$ cat src/rtl/spi_codeload_master.sv
// -----------------------------------------------------------------------------
// spi_codeload_master
//
// Boot-time SPI master. It sends one READ (0x03) command with a 24-bit flash
// address, then streams WORDS little-endian 32-bit words from the flash into
// the instruction memory write port. The SPI bus runs in mode 0 (sck idles
// low, miso is sampled on the rising edge, mosi changes on the falling edge).
//
// Ports
//   clk          in   1       system clock
//   rst_n        in   1       asynchronous active-low reset
//   start        in   1       one-cycle pulse; accepted only in IDLE or DONE
//   ss           out  1       flash chip select, active low
//   sck          out  1       SPI clock, idles low
//   mosi         out  1       command bits to the flash, MSB first
//   miso         in   1       data bits from the flash, MSB first per byte
//   mem_we       out  1       one-cycle imem write strobe
//   mem_addr     out  ADDR_W  word address of the write (held until next write)
//   mem_wdata    out  32      write data (held until next write)
//   busy         out  1       high from start accept until DONE is entered
//   done         out  1       sticky completion flag, cleared by the next start
//   dbg_state_o  out  3       current FSM state, for observation only
//
// Handshake: start is a fire-and-forget request, taken on any clk edge where
// the FSM sits in IDLE or DONE; there is no ready. mem_we is a write-only
// strobe with no back-pressure: the memory must accept every pulse.
// -----------------------------------------------------------------------------
module spi_codeload_master #(
    parameter int          CLK_DIV    = 2,
    parameter int          WORDS      = 1024,
    parameter int          ADDR_W     = 10,
    parameter logic [23:0] FLASH_BASE = 24'h0
) (
    input  logic              clk,
    input  logic              rst_n,
    input  logic              start,
    output logic              ss,
    output logic              sck,
    output logic              mosi,
    input  logic              miso,
    output logic              mem_we,
    output logic [ADDR_W-1:0] mem_addr,
    output logic [31:0]       mem_wdata,
    output logic              busy,
    output logic              done,
    output logic [2:0]        dbg_state_o
);

    typedef enum logic [2:0] {
        S_IDLE   = 3'd0,
        S_CMD    = 3'd1,
        S_DATA   = 3'd2,
        S_FINISH = 3'd3,
        S_DONE   = 3'd4
    } state_t;

    localparam int          DIV_W    = (CLK_DIV > 1) ? $clog2(CLK_DIV) : 1;
    // One extra bit so the word counter can hold WORDS itself (load finished).
    localparam int          WC_W     = ADDR_W + 1;
    localparam logic [31:0] CMD_WORD = {8'h03, FLASH_BASE};

    state_t            state_q;
    logic [DIV_W-1:0]  div_q;
    logic              sck_q;
    logic              ss_q;
    logic              mosi_q;
    logic [30:0]       sh_q;       // command bits still to be sent after mosi_q
    logic [30:0]       rx_q;       // bits of the current word received so far
    logic [4:0]        bit_q;      // cmd: falling edges seen; data: rising edges in word
    logic [WC_W-1:0]   word_q;     // index of the word being received
    logic              we_q;
    logic [ADDR_W-1:0] addr_q;
    logic [31:0]       wdata_q;
    logic              busy_q;
    logic              done_q;

    logic              tick;
    logic [31:0]       rx_next;
    logic [31:0]       rx_swapped;

    // Half-period of sck elapses on this clk edge.
    assign tick       = (div_q == DIV_W'(CLK_DIV - 1));
    assign rx_next    = {rx_q, miso};
    // Bytes arrive MSB first, so the first byte lands in [31:24] of the shift
    // register; the word is little-endian, so swap bytes on the way out.
    assign rx_swapped = {rx_next[7:0], rx_next[15:8], rx_next[23:16], rx_next[31:24]};

    always_ff @(posedge clk or negedge rst_n) begin
        if (!rst_n) begin
            state_q <= S_IDLE;
            div_q   <= '0;
            sck_q   <= 1'b0;
            ss_q    <= 1'b1;
            mosi_q  <= 1'b0;
            sh_q    <= '0;
            rx_q    <= '0;
            bit_q   <= '0;
            word_q  <= '0;
            we_q    <= 1'b0;
            addr_q  <= '0;
            wdata_q <= '0;
            busy_q  <= 1'b0;
            done_q  <= 1'b0;
        end else begin
            we_q <= 1'b0;
            case (state_q)
                S_IDLE, S_DONE: begin
                    if (start) begin
                        state_q <= S_CMD;
                        ss_q    <= 1'b0;
                        busy_q  <= 1'b1;
                        done_q  <= 1'b0;
                        sh_q    <= CMD_WORD[30:0];
                        mosi_q  <= CMD_WORD[31];
                        word_q  <= '0;
                        bit_q   <= '0;
                        div_q   <= '0;
                        sck_q   <= 1'b0;
                    end
                end

                S_CMD: begin
                    if (tick) begin
                        div_q <= '0;
                        sck_q <= ~sck_q;
                        if (sck_q) begin
                            // Falling edge: present the next command bit.
                            if (bit_q == 5'd31) begin
                                state_q <= S_DATA;
                                mosi_q  <= 1'b0;
                                bit_q   <= '0;
                            end else begin
                                mosi_q <= sh_q[30];
                                sh_q   <= {sh_q[29:0], 1'b0};
                                bit_q  <= bit_q + 5'd1;
                            end
                        end
                    end else begin
                        div_q <= div_q + DIV_W'(1);
                    end
                end

                S_DATA: begin
                    if (tick) begin
                        div_q <= '0;
                        if (sck_q) begin
                            // Falling edge. Once every word has been written,
                            // this edge closes the bus instead of continuing.
                            sck_q <= 1'b0;
                            if (word_q == WC_W'(WORDS)) begin
                                state_q <= S_FINISH;
                            end
                        end else begin
                            // Rising edge: sample miso.
                            sck_q <= 1'b1;
                            rx_q  <= rx_next[30:0];
                            if (bit_q == 5'd31) begin
                                we_q    <= 1'b1;
                                addr_q  <= word_q[ADDR_W-1:0];
                                wdata_q <= rx_swapped;
                                word_q  <= word_q + WC_W'(1);
                                bit_q   <= '0;
                            end else begin
                                bit_q <= bit_q + 5'd1;
                            end
                        end
                    end else begin
                        div_q <= div_q + DIV_W'(1);
                    end
                end

                S_FINISH: begin
                    // sck is already low; keep ss low for one more half period,
                    // raise it, then report completion on the following cycle.
                    if (ss_q) begin
                        state_q <= S_DONE;
                        busy_q  <= 1'b0;
                        done_q  <= 1'b1;
                    end else if (tick) begin
                        ss_q  <= 1'b1;
                        div_q <= '0;
                    end else begin
                        div_q <= div_q + DIV_W'(1);
                    end
                end

                default: begin
                    state_q <= S_IDLE;
                end
            endcase
        end
    end

    assign ss          = ss_q;
    assign sck         = sck_q;
    assign mosi        = mosi_q;
    assign mem_we      = we_q;
    assign mem_addr    = addr_q;
    assign mem_wdata   = wdata_q;
    assign busy        = busy_q;
    assign done        = done_q;
    assign dbg_state_o = state_q;

endmodule
$ cat config.mk
export PLATFORM = sky130hd
export DESIGN_NAME = spi_codeload_master
export DESIGN_NICKNAME = d
export VERILOG_FILES = /design/src/rtl/spi_codeload_master.sv
export SDC_FILE = /design/constraint.sdc
export NUM_CORES = 1
export LEC_CHECK = 0
export BUFFER_PORTS_ARGS = -buffer_cell sky130_fd_sc_hd__buf_2
export CORE_UTILIZATION = 30
export DETAILED_ROUTE_END_ITERATION = 10
export PLACE_DENSITY = 0.52
export SYNTH_ARGS = -nofsm -noshare
export SYNTH_HDL_FRONTEND = slang
export SYNTH_SLANG_ARGS = --single-unit
$ cat constraint.sdc
create_clock -name clk -period 5.66 [get_ports clk]
set_input_delay 0.566 -clock clk [delete_from_list [all_inputs] [get_ports clk]]
set_output_delay 0.566 -clock clk [all_outputs]
set_load 0.005 [all_outputs]
Yosys cells after proc, flatten, opt, wreduce, memory -nomap -nowiden
Cells that the tools add are included.
- ROM bits: 0
- input port bits: 4
- RAM bits: 0
- latch bits: 0
- memories: 0
- logic and storage cells: 105
- flip-flop bits (word level): 130
- output and inout bits: 51
- equality and inequality tests: 18
- muxes and demuxes: 50
- multiply operators: 0
- divide/modulo/power cells: 0
- add/subtract/negate cells: 3
- bitwise logic cells: 1
- shift-type cells: 0
- reductions and logical operators: 19
- $lt $le $gt $ge: 0
- operators by type and width (operator ; number):
    $mux W31 ; 4
    $pmux W31 S2 ; 1
    $mux W11 ; 4
    $mux W5 ; 6
    $mux W3 ; 8
    $ne A2 B2 Y1 const B ; 12
    $pmux W11 S2 ; 1
    $mux W1 ; 18
    $pmux W5 S3 ; 1
    $pmux W3 S4 ; 1
    $reduce_and A4 Y1 ; 3
    $add A11 B1 Y11 const B ; 1
    $eq A11 B11 Y1 const B ; 1
    $reduce_and A5 Y1 ; 2
    $reduce_and A3 Y1 ; 3
    $pmux W1 S2 ; 4
    $reduce_and A8 Y1 ; 1
    $eq A3 B2 Y1 const B ; 2
    $pmux W1 S3 ; 2
    $reduce_and A6 Y1 ; 1
    $reduce_bool A2 Y1 ; 3
    $reduce_bool A3 Y1 ; 2
    $add A5 B1 Y5 const B ; 1
    $eq A5 B5 Y1 const B ; 1
    other kinds (7) ; 8

Logic depth before layout (Yosys ltp)
- depth after elaboration: 5
- mapped depth: 8
- mapped depth without buffers: 7

Worst setup path before layout
No wires, ideal clock.
- path kind: register to register
- start: register bit_q[0]
- end: register bit_q[2]
- data arrival time: 1878 ps
- cell stages (with the launch flop): 7
- clock period less this slack: 1956 ps
- required time: 5582 ps
- slack: 3704 ps
- path buffers: 0
- setup time: 78 ps
- cell sequence: dfrtp_1 -> ha_1 -> and3_1 -> ha_1 -> or3_4 -> or3b_1 -> o2bb2ai_1
- word-level cells in the longest chain between the ends: 5
- elaborated cells between the ends (all ways): 8
- classes of those cells: add/sub (1); eq/ne (1); mux (6)
- ends and longest elaborated chain (element ; line ; text):
    start, declared ; 69 ; logic [4:0] bit_q;
    start signal, assigned ; 135 ; bit_q <= bit_q + 5'd1;
    start signal, assigned ; 164 ; bit_q <= bit_q + 5'd1;
    $add A5 B1 Y5 or $eq A5 B5 Y1 (tied branches) ; -- ;
    $mux W5 (*) ; 128, 157 ;
    $mux W5, on equally long branches ; 146, 126 ;
    $mux W5, on equally long branches ; 144, 123 ;
    $pmux W5 S3 (*) ; 106 ; case (state_q)
Every way passes the cells marked *; elsewhere a longest branch is shown, timed or not. The select of a mux whose other input is x is not followed.
A chain may end at the register's enable or synchronous reset.

Final worst setup path
- start: register state_q[1] (netlist: dbg_state_o[1])
- end: register bit_q[0]
- word-level cells in the longest chain between the ends: 4
- elaborated cells between the ends (all ways): 13
- classes of those cells: eq/ne (8); mux (1); reduce/logical (4)
- ends and longest elaborated chain (element ; line ; text):
    start, declared ; 62 ; state_t state_q;
    start signal, assigned ; 90 ; state_q <= S_IDLE;
    start signal, assigned ; 109 ; state_q <= S_CMD;
    start signal, assigned ; 129 ; state_q <= S_DATA;
    $eq A3 B3 Y1 or $logic_not A3 Y1 (tied branches) ; 106 ;
    $reduce_or A2 Y1 ; 106 ;
    $ne A2 B2 Y1 (no line) or $reduce_bool A3 Y1 (tied branches) ; -- ;
    $reduce_and A6 Y1 (no line) ; -- ;
Parallel ways exist; a longest one is shown, timed or not.

==> metrics <==
Yosys cell types=47; vias in the first global route=2,776; met2 Use GR=17.58%; Port Buffers=54; Sink Count=106; main combinational cell family by area after synthesis=multiplexers; CP Class=reg -> reg; Root Driver=clkbuf_16; dpl cells=574; max_slew headroom=44.10%; Post-synth ARST share=100.0%; LEAKAGE=0.002654 uW; Post-synth EDFFs=0; critical path endpoint category=flop; mux cell area share after synthesis=18.23%; Synthesis Warnings=0; Worst-Margin Slew=835.5 ps; # IOs=55; most common cell after layout, fill and taps aside=dfrtp_1; Final Hold Fails=0; Die ar.=15,450 um^2; CORE AREA=14,590 um^2; Final Non-Filler Cells=589; clk slew on worst S/H paths=70 ps; Core Util, Final=35.49%; first-pass GRT wire length=14,280 um; power per standard cell area=362.0 nW/um^2; # nets final=409; max-cap violations=0; register area share after synthesis=59.13%; Via Count=2,756; GPL Wtd Cong=0.7631; commonest cells after routing, fill and taps aside=dfrtp_1 (105), mux2_2 (63), buf_2 (53), nand2_1 (20), o21ai_0 (18); Compound-Gate Fraction of Synth Area=5.381%; H-tree levels=3; Startpoint Class=flop; Synth Area in Adders=1.115%; M1 GR Usage=15.11%; Max clock buf depth=2; Max FO, Critical Path=24; post-CTS sizing=0; die span in y=124.3 um; Area Overhead vs Synth=15.36%; Final Instance Area=5177 um^2; wire per inst=14.29 um; post-route ant nets=0; Worst EP arrival=2610 ps; Die Wd=124.3 um; CTS Buf Count=9; ANT cells=0; largest net degree at the start of global routing=62; Finish-stage setup viols=0; Initial Util=30.76%; hpwl dp=5421 um; CTS tree=done; FF+latch count, synth=106; Detailed Route WL=8414 um; DR iter-0 viols=157; Layout Skew=5.430 ps; Peak VDD IR=0.2072 mV; ys flop type=dfrtp_1; gr usage total=11.58%; CP required=5890 ps; Post-Synth XOR/XNOR Area=1.561%; GR Layer Usage met3=4.553%; ratio of cells with drive above 1 in the final layout=34.57%; setup TNS=0 ps; synthesized cell area=4488 um^2; router iterations before antenna repair=4; total nets after synthesis=362; Via density=4.679; Peak Freq=0.4212 GHz; Post-Syn Instances=354; RSZ-0062 raised after global routing=no; Post-CTS Repair Setup Buffers=0; Hold Buf Count CTS=0; initial antenna violation count=0; Simple-Gate Fraction of Synth Area=10.96%; final worst-path cycle share=41.95%; Post-DP Area=4916 um^2; Site Rows=44; GR peak layer=met2; GRT overflow=0; max-slew violation count=0; status=finished, final reports clean; Fillers=1,441; # DRC=0; Clock Latency Late Sink=350 ps; worst min path class=in -> async; clock period minus worst slack=2374 ps; Avg Cell Area, Syn=12.68 um^2
-- synthesized netlist by cell type (6+ instances only) --
library cell / n / area, um^2
dfrtp_1: 105 / 2628
mux2_2: 63 / 709.4
nand2_1: 20 / 75.07
o21ai_0: 18 / 90.09
inv_1: 16 / 60.06
nor2_1: 16 / 60.06
nand3_1: 13 / 65.06
buf_2: 10 / 50.05
a21oi_1: 9 / 45.04
clkbuf_1: 7 / 26.28
mux2_1: 7 / 78.83
xnor2_1: 6 / 52.55
-- worst max-delay path, cell delays in order, from the launching register on --
cell and delay (ps):
dfrtp_1 650, nand2b_1 310, nor2_1 650, nor2_1 280, mux2_1 370
-- power by group --
part / switching (uW) / internal [uW] / leakage [uW]
sequential: 118 / 848 / 0.00144
combinational: 186 / 151 / 0.00109
clock: 275 / 297 / 0.000122
total: 579 / 1300 / 0.00265
-- final timing paths --
path | from | end | slack, ps | cells past startpoint
setup / recovery | dbg_state_o[1]$_DFFE_PN0P_ | bit_q[0]$_DFFE_PN0P_ | 3290 | 4
hold / removal | rst_n | mem_wdata[12]$_DFFE_PN0P_ | 290 | 1
setup reg to reg | dbg_state_o[1]$_DFFE_PN0P_ | bit_q[0]$_DFFE_PN0P_ | 3290 | 4
hold reg to reg | mem_addr[9]$_DFFE_PN0P_ | mem_addr[9]$_DFFE_PN0P_ | 480 | 2
max in group asynchronous | rst_n | rx_q[6]$_DFFE_PN0P_ | 4280 | 2
min in group clk | miso | rx_q[0]$_DFFE_PN0P_ | 460 | 2
-- kinds of logic (layout without fill, tap and decap cells) --
logic type | after synthesis | after routing
buf+inv | 37 | 88
compound gates | 41 | 41
flops | 106 | 106
simple gates | 85 | 85
mux | 73 | 73
fa+ha+maj | 4 | 4
xor+xnor | 8 | 8
-- routing by layer --
metal  routed length, um  vias up
met5                   0        -
met1                3993     1369
li1                    -     1330
met2                3834       48
met4                 100        0
met3                 485        9
-- layout make-up --
class | instances | area [um^2] | share of cell area [%]
Multi-Input combinational cell | 211 | 1677 | 32.38
Tap cell | 184 | 230.2 | 4.447
Inverter | 16 | 60.06 | 1.160
Clock inverter | 4 | 28.78 | 0.5558
Clock buffer | 11 | 232.7 | 4.495
Sequential cell | 106 | 2654 | 51.26
Timing Repair Buffer | 57 | 295.3 | 5.703
-- per-stage QoR --
| stage | total power (uW) | hold WS (ps) | worst slack (ps) |
|---|---|---|---|
| after floorplan | 1219 | 270.4 | 3704 |
| after global routing | 1994 | 339.3 | 3124 |
| after detailed placement | 1321 | 469.8 | 3337 |
| final | 1874 | 289.8 | 3286 |
| after CTS | 1902 | 318.9 | 3331 |
| after global placement | 1308 | 461.4 | 3422 |
-- sequential cells by signal (all words and copies together) (netlist names) --
register / flops
ss: 1
rx_q: 31
sh_q: 7
done: 1
word_q: 11
mem_wdata: 32
mem_we: 1
busy: 1
sck: 1
bit_q: 5
mosi: 1
mem_addr: 10
div_q: 1
dbg_state_o: 3
Note: power is estimated with default switching activity, not from simulation.
